**config.mk**
```make
export PLATFORM = sky130hd
export DESIGN_NAME = relu_layer_sequencer
export DESIGN_NICKNAME = d
export VERILOG_FILES = /design/src/rtl/relu_layer_sequencer.sv
export SDC_FILE = /design/constraint.sdc
export NUM_CORES = 1
export LEC_CHECK = 0
export CAP_MARGIN = 20
export CORE_ASPECT_RATIO = 2
export CORE_MARGIN = 2
export CORE_UTILIZATION = 48
export CTS_BUF_LIST = sky130_fd_sc_hd__clkbuf_8
export CTS_CLUSTER_DIAMETER = 80
export CTS_CLUSTER_SIZE = 10
export DETAILED_ROUTE_END_ITERATION = 8
export HOLD_SLACK_MARGIN = 0.05
export PLACE_DENSITY_LB_ADDON = 0.25
export SYNTH_ARGS = -nofsm -noshare
export SYNTH_HDL_FRONTEND = slang
export SYNTH_SLANG_ARGS = --single-unit
```
**constraint.sdc**
```tcl
create_clock -name clk -period 4.6 [get_ports clk]
set_input_delay 0.46 -clock clk [delete_from_list [all_inputs] [get_ports clk]]
set_output_delay 0.46 -clock clk [all_outputs]
set_load 0.005 [all_outputs]
```
**src/rtl/relu_layer_sequencer.sv**
```systemverilog
// Streams one feature map out of the activation buffer through a signed ReLU.
// Reads are credit-limited so that the 2-entry output FIFO can never overflow.
`timescale 1ns / 1ps
module relu_layer_sequencer #(
  parameter int unsigned DATAW = 8,
  parameter int unsigned DIMW  = 9,
  parameter int unsigned CHW   = 10,
  parameter int unsigned ADDRW = 20
) (
  input  logic             clk,
  input  logic             rstn,
  input  logic             start,
  input  logic             abort,
  input  logic [DIMW-1:0]  cfg_w,
  input  logic [DIMW-1:0]  cfg_h,
  input  logic [CHW-1:0]   cfg_c,
  input  logic [ADDRW-1:0] cfg_base,
  output logic             rd_en,
  output logic [ADDRW-1:0] rd_addr,
  input  logic [DATAW-1:0] rd_data,
  output logic             out_valid,
  output logic [DATAW-1:0] out_data,
  output logic             out_last,
  input  logic             out_ready,
  output logic             busy,
  output logic             done
);

  localparam int unsigned TOTW = 2 * DIMW + CHW;

  typedef enum logic [1:0] {StIdle, StRun, StDrain, StDone} state_e;

  state_e           state;
  logic [TOTW-1:0]  total;
  logic [TOTW-1:0]  issued;
  logic [TOTW-1:0]  cfg_total;
  logic [ADDRW-1:0] base;
  logic             pend;
  logic             pend_last;
  logic [DATAW:0]   fifo_mem [2];
  logic             wr_ptr;
  logic             rd_ptr;
  logic [1:0]       count;
  logic [1:0]       count_nxt;
  logic [2:0]       occ;
  logic             pop;
  logic             last_rd;
  logic [DATAW-1:0] relu_data;

  // occ counts FIFO entries plus the read whose data arrives this cycle, net of
  // this cycle's pop, so a read and a pop in the same cycle keep 1 element/clk.
  always_comb begin
    cfg_total = TOTW'(cfg_w) * TOTW'(cfg_h) * TOTW'(cfg_c);
    pop       = (count != 2'd0) && out_ready;
    occ       = 3'(count) + 3'(pend) - 3'(pop);
    rd_en     = (state == StRun) && !abort && (occ < 3'd2);
    last_rd   = (issued == total - TOTW'(1));
    count_nxt = count + 2'(pend) - 2'(pop);
    relu_data = rd_data[DATAW-1] ? '0 : rd_data;
  end

  assign rd_addr   = base + ADDRW'(issued);
  assign out_valid = (count != 2'd0);
  assign out_data  = fifo_mem[rd_ptr][DATAW-1:0];
  assign out_last  = fifo_mem[rd_ptr][DATAW];
  assign busy      = (state != StIdle);

  always_ff @(posedge clk or negedge rstn) begin
    if (!rstn) begin
      state       <= StIdle;
      total       <= '0;
      issued      <= '0;
      base        <= '0;
      pend        <= 1'b0;
      pend_last   <= 1'b0;
      fifo_mem[0] <= '0;
      fifo_mem[1] <= '0;
      wr_ptr      <= 1'b0;
      rd_ptr      <= 1'b0;
      count       <= '0;
      done        <= 1'b0;
    end else if (abort) begin
      // In-flight read data is dropped by clearing pend.
      state     <= StIdle;
      pend      <= 1'b0;
      pend_last <= 1'b0;
      wr_ptr    <= 1'b0;
      rd_ptr    <= 1'b0;
      count     <= '0;
      done      <= 1'b0;
    end else begin
      done      <= 1'b0;
      pend      <= rd_en;
      pend_last <= rd_en && last_rd;
      count     <= count_nxt;
      if (pend) begin
        fifo_mem[wr_ptr] <= {pend_last, relu_data};
        wr_ptr           <= ~wr_ptr;
      end
      if (pop) rd_ptr <= ~rd_ptr;
      if (rd_en) issued <= issued + TOTW'(1);
      unique case (state)
        StIdle: begin
          if (start) begin
            total  <= cfg_total;
            base   <= cfg_base;
            issued <= '0;
            state  <= (cfg_total == '0) ? StDone : StRun;
          end
        end
        StRun: begin
          if (rd_en && last_rd) state <= StDrain;
        end
        StDrain: begin
          if (occ == 3'd0) state <= StDone;
        end
        StDone: begin
          done  <= 1'b1;
          state <= StIdle;
        end
        default: state <= StIdle;
      endcase
    end
  end

endmodule

```
==> out/results.tsv, run 1 <==
stage	metric	value	unit
outcome	status	finished, violations left	
outcome	failing checks	negative setup slack	
job	Max-cap violations	0	
drt	Via density	5.35	
cts	Root Driver	clkbuf_8	
floorplan	width of the chip	127	um
yosys	syn_nets	2056	
setup_path	worst endpoint required time	4940	ps
setup_path	data arrival time of the critical path	9510	ps
timing	Worst-Margin Slew	1060	ps
setup_path	CP Max Fanout	5	
setup_path	CP endpoint kind	register	
cts	CTS clock-pin slew for the worst setup and hold paths	110	ps
global_route	GRT met3 Usage	1.75	%
floorplan	# rows	90	
yosys	Mean Syn Cell Area	8.65	um2
floorplan	Initial Utilization	48.6	%
setup_path	r2r endpoint	state[1]$_DFFE_PN0P_	
yosys	Post-synth ARST share	100	%
yosys	synth warn	0	
yosys	area share of the largest cell type after synthesis	24.4	%
yosys	area leader, netlist	fa_1	
timing	min Tclk post-route	9170	ps
cts	CTS sink count	101	
drt	Iter 0 DRT Violations	403	
global_route	GR Layer Usage met2	49.2	%
yosys	number of flops mapped to enable cells by yosys	0	
yosys	Most used DFF post-synth	dfrtp_1	
setup_path	flop2flop setup slack	110	ps
global_route	Total GRT Usage	23.7	%
drt	DR WL/cell	15.7	um
setup_path	critical path class	input port to register	
finish	area occupied by multi-input gates	12100	um2
finish	number of fill cells in the layout	2428	
global_route	GR peak layer	met2	
finish	Finished Layout Cells	2369	
cts	clock buffer depth	2	
finish	final core utilization	63.9	%
finish	Layout area overhead	31.5	%
floorplan	Die ar.	31900	um2
finish	nets	2362	
floorplan	I/O pin total	94	
placed_design	Placed Cells	2311	
timing	Slew headroom	28.9	%
yosys	Seq/Total Area, Yosys	17.3	%
yosys	count leader, synth	nand2_1	
setup_path	CP bufs+invs	10	
drt	# DRC	0	
global_route	vias in the first global route	13700	
setup_path	Top delay family on crit path	adder cells	
timing	Tcrit/Tclk final	199	%
yosys	Cells after Synth	1689	
cts	Worst-Skew Late Latency	400	ps
placed_design	Detail Placement HPWL	30.4	mm
setup_path	r2r worst-path depth	18	
floorplan	die span in y	251	um
hold_path	worst hold path type	input port to async pin	
timing	setup slack after layout	-4570	ps
timing	Worst Skew	15.6	ps
yosys	Synth cell types	76	
timing	Max Slew Vio Count	0	
drt	detailed-route wire length	37.3	mm
cts	TritonCTS clock tree	built	
yosys	Synth Register Bits	101	
timing	achievable clock frequency	109	MHz
setup_path	RR Startpoint	count[1]$_DFF_PN0_	
global_route	Overflow after GRT	0	
global_route	global-route wire length before repair	61.4	mm
setup_path	most used cell, CP	fa_1	
timing	Final Hold Vio Count	0	
global_route	initial antenna violation count	1	
cts	total CTS buffers	9	
finish	layout cells sized above 1	25.2	%
global_route	largest net degree at the start of global routing	65	
timing	RSZ-0062 raised after global routing	yes	
drt	total number of vias	12700	
cts	CTS H-tree lvls	3	
setup_path	critical path's largest stage delay	510	ps
floorplan	core area	30100	um2
setup_path	Slowest-stage cell, CP	fa_1	
yosys	largest cells by area after synthesis	fa_1 24%, dfrtp_1 17%, ha_1 11%, nand2_1 7.1%, inv_1 6.1%	
setup_path	CP startpoint kind	input port	
timing	# setup viols final	24	
finish	register area	2530	um2
drt	post-route ant nets	0	
placed_design	IO Port Bufs	92	
yosys	Post-Syn Area	14600	um2
drt	drt pass-1 iters	4	
placed_design	routability cong.	0.884	
yosys	Commonest cells post-synth	275 x nand2_1, 236 x inv_1, 178 x fa_1	
global_route	met1 Use GR	20.9	%
## final cells by class
type                       instances  share of cell area [%]
multi-input combinational       1296                    63.0
timing repair buffer             351                    15.8
sequential                       101                    13.2
inverter                         236                    4.61
tap                              368                    2.40
clock buffer                       9                   0.645
clock inverter                     7                   0.332
antenna                            1                  0.0130
## repair_timing
action / in CTS / in global routing
hold buffers: 0 / 0
pin swaps: 100 / 101
setup buffers: 24 / 19
setup endpoints to repair: 25 / 29
gates resized for setup: 192 / 98
## sequential cells by signal, indices dropped and copies added, names as in the netlist, 2 cells and up
signal / flops
base: 20
count: 2
fifo_mem: 16
issued: 28
state: 2
total: 28
## layer usage
metal,routed length (um),vias to the layer above
met1,12200,6265
li1,-,6042
met2,22100,239
met3,671,121
met4,2270,0
met5,0,-
## through the flow
| stage | setup TNS (ps) | hold slack (ps) | cell area (um2) | setup WS (ps) |
|---|---|---|---|---|
| floorplan | -77320 | 164 | 15000 | -4520 |
| global placement | -101490 | 457 | 17700 | -5340 |
| detailed placement | -104920 | 467 | 17700 | -5530 |
| CTS | -78070 | 149 | 18700 | -4590 |
| global route | -83910 | 193 | 19200 | -4890 |
| finish | -77340 | 125 | 19200 | -4570 |
## placed cells by master (no fill, tap or decap), types with 12 or more instances in the layout
cell             netlist  final
nor4_1                13     12
o21ai_1                0     17
xor2_1                39     34
inv_2                  0     23
ha_4                   0     28
nand2b_1              14     14
ha_1                 128     98
nand4_1               21     21
nand2_1              275    252
nand2_2                0     21
xnor2_1               70     48
and3_1                21     18
mux2_2                15     13
nand3_1               24     23
a21o_1                21     21
fa_1                 178    173
xnor2_2                0     18
a21oi_2                0     13
and2_1               132    124
buf_6                  1     31
buf_4                  1    225
nor3_1                21     21
a21oi_1               46     27
dfrtp_1              101    101
nor2b_1               14     14
o21ai_0               62     39
clkdlybuf4s50_1        0     73
inv_1                236    213
nor2_1                70     68
## worst register-to-register path, cell delays in order, from the launching register on
cell      delay, ps
dfrtp_1         400
inv_1           100
nand2_1          70
and2_1          180
ha_1            270
inv_1            40
ha_1            180
fa_1            380
xor2_1          240
nor4bb_2        310
buf_4           210
nand2_1         110
nor3_1          290
o311a_1         230
nand4_1         210
nor4_1          370
a311oi_1        220
or4_1           560
nand3_1          80
## how the worst max path moves through the flow
stage,slack [ps],cells after the start,start,to
after floorplan,-4520,38,cfg_h[0],state[1]$_DFFE_PN0P_
final,-4570,42,cfg_h[0],state[1]$_DFFE_PN0P_
after detailed placement,-5530,39,cfg_h[0],state[1]$_DFFE_PN0P_
after CTS,-4590,40,cfg_h[0],state[1]$_DFFE_PN0P_
after global placement,-5340,39,cfg_h[0],state[1]$_DFFE_PN0P_
after global routing,-4890,41,cfg_h[0],state[1]$_DFFE_PN0P_
## kinds of logic (layout without fill, tap and decap cells)
family,after synthesis,count (layout),share of synthesized area (%)
AOI/OAI and AO/OA,202,202,8.85
xor gates and xnor gates,109,109,6.53
adders and majority gates,306,306,35.4
buffers and inverters,292,603,7.73
DFF,101,101,17.3
muxes,24,24,1.77
other,1,2,0.0257
and+or+nand+nor,654,654,22.4
Power of run 1 is left out: the tool's default activity adds up to more than one toggle a clock period on the data nets, which glitch-free logic cannot reach.
==> run 2: changes to the inputs <==
--- a/config.mk
+++ b/config.mk
@@ -14,7 +14,7 @@
 export CTS_CLUSTER_SIZE = 10
 export DETAILED_ROUTE_END_ITERATION = 8
 export HOLD_SLACK_MARGIN = 0.05
-export PLACE_DENSITY_LB_ADDON = 0.25
+export PLACE_DENSITY = 0.67
 export SYNTH_ARGS = -nofsm -noshare
 export SYNTH_HDL_FRONTEND = slang
 export SYNTH_SLANG_ARGS = --single-unit
==> out/results.tsv, run 2 (synthesis results as in run 1) <==
stage	metric	value	unit	change
drt	detailed-route wire length	37.5	mm	+0.47%
timing	Slew headroom	27.7	%	-1.3 points
global_route	met1 Use GR	20.4	%	-0.55 points
timing	min Tclk post-route	9010	ps	-155 ps
cts	TritonCTS clock tree	built		
outcome	failing checks	negative setup slack		
timing	achievable clock frequency	111	MHz	+1.7%
global_route	initial antenna violation count	1		unchanged
setup_path	CP Max Fanout	6		+1
floorplan	Initial Utilization	48.6	%	unchanged
floorplan	die span in y	251	um	unchanged
floorplan	width of the chip	127	um	unchanged
timing	Max Slew Vio Count	0		unchanged
cts	CTS clock-pin slew for the worst setup and hold paths	100	ps	about the same
setup_path	data arrival time of the critical path	9350	ps	-160 ps
setup_path	CP bufs+invs	9		-1
cts	CTS sink count	101		unchanged
timing	# setup viols final	24		unchanged
finish	nets	2363		+0.042%
timing	Final Hold Vio Count	0		unchanged
setup_path	critical path class	input port to register		
setup_path	r2r worst-path depth	18		unchanged
finish	Layout area overhead	31.7	%	
finish	top flop regs	issued (28), total (28), base (20)		
timing	Worst-Margin Slew	1080	ps	+18.8 ps
setup_path	critical path's largest stage delay	530	ps	+20 ps
finish	layout cells sized above 1	25.1	%	-0.063 points
drt	Iter 0 DRT Violations	338		-16%
timing	RSZ-0062 raised after global routing	yes		
outcome	status	finished, violations left		
setup_path	most used cell, CP	fa_1		
drt	total number of vias	12700		+0.13%
drt	Via density	5.35		about the same
setup_path	worst endpoint required time	4930	ps	about the same
global_route	GRT met3 Usage	1.39	%	-0.36 points
finish	most frequent cells in the layout	255 x nand2_1, 225 x buf_4, 221 x inv_1		
setup_path	Top delay family on crit path	adder cells		
timing	hold_ws	131	ps	+5.50 ps
global_route	GR peak layer	met2		
global_route	Overflow after GRT	0		unchanged
cts	Root Driver	clkbuf_8		
setup_path	RR Startpoint	count[1]$_DFF_PN0_		
floorplan	core area	30100	um2	unchanged
setup_path	CP endpoint kind	register		
cts	Worst-Skew Late Latency	390	ps	about the same
floorplan	I/O pin total	94		unchanged
global_route	GR Layer Usage met2	50.7	%	+1.5 points
cts	CTS Hold Buffers Added	0		unchanged
floorplan	# rows	90		unchanged
setup_path	flop2flop setup slack	110	ps	about the same
timing	Tcrit/Tclk final	196	%	-3.4 points
setup_path	Slowest-stage cell, CP	fa_1		
placed_design	IO Port Bufs	92		unchanged
hold_path	worst hold path type	input port to async pin		
timing	setup slack after layout	-4410	ps	+155 ps
drt	# DRC	0		unchanged
placed_design	routability cong.	0.876		-0.95%
cts	total CTS buffers	9		unchanged
global_route	largest net degree at the start of global routing	63		-3.1%
setup_path	CP startpoint kind	input port		
global_route	global-route wire length before repair	61.5	mm	+0.22%
timing	Worst Skew	10.5	ps	-5.10 ps
drt	drt pass-1 iters	5		+1
cts	clock buffer depth	2		unchanged
cts	CTS H-tree lvls	3		unchanged
finish	commonest non-fill, non-tap cell in the layout	nand2_1		
global_route	Total GRT Usage	23.7	%	about the same
drt	DR WL/cell	15.8	um	+0.43%
drt	post-route ant nets	0		unchanged
floorplan	Die ar.	31900	um2	unchanged
global_route	vias in the first global route	13900		+1.3%
job	Max-cap violations	0		unchanged
setup_path	r2r endpoint	state[1]$_DFFE_PN0P_		
placed_design	Detail Placement HPWL	30.8	mm	+1.2%
==> run 2: cell type report <==
cell class / count / area (um2)
multi-input cells: 1296 / 12100
fillers: 2477 / 10800
repair buffers: 352 / 3040
flip-flops and latches: 101 / 2530
inverters: 236 / 886
well taps: 368 / 460
clock buffers: 9 / 124
clock inverters: 7 / 65.1
diodes: 1 / 2.50
==> run 2: worst max-delay path by stage <==
stage | start | to | slack, ps | cells after the start
final | cfg_h[0] | state[1]$_DFFE_PN0P_ | -4410 | 40
after global routing | cfg_h[0] | state[1]$_DFFE_PN0P_ | -4760 | 40
after CTS | cfg_h[0] | state[1]$_DFFE_PN0P_ | -4430 | 40
after detailed placement | cfg_h[0] | state[1]$_DFFE_PN0P_ | -5500 | 41
after global placement | cfg_h[0] | state[1]$_DFFE_PN0P_ | -5340 | 39
after floorplan | cfg_h[0] | state[1]$_DFFE_PN0P_ | -4520 | 38
==> run 2: per-layer routing <==
layer | vias to the layer above | share of wire, %
li1 | 6046 | -
met1 | 6250 | 32
met5 | - | 0
met2 | 256 | 60
met3 | 132 | 1.7
met4 | 0 | 5.8
==> run 2: what timing repair did <==
item,CTS,global route
buffers inserted,30,15
pin swaps,78,68
setup endpoints to repair,25,28
gates resized for setup,204,77
==> run 2: through the flow <==
step / TNS, ps / util, % / worst slack, ps / std cells / instance area [um2]
after floorplan: -77320 / - / -4520 / 1689 / 15000
after global placement: -101960 / 59.1 / -5340 / 2311 / 17800
after detailed placement: -105880 / 59.1 / -5500 / 2311 / 17800
after CTS: -77190 / 62.4 / -4430 / 2354 / 18800
after global routing: -86330 / 64.0 / -4760 / 2370 / 19200
final: -80160 / 64.0 / -4410 / 2370 / 19200
Power of run 2 is left out for the same reason.
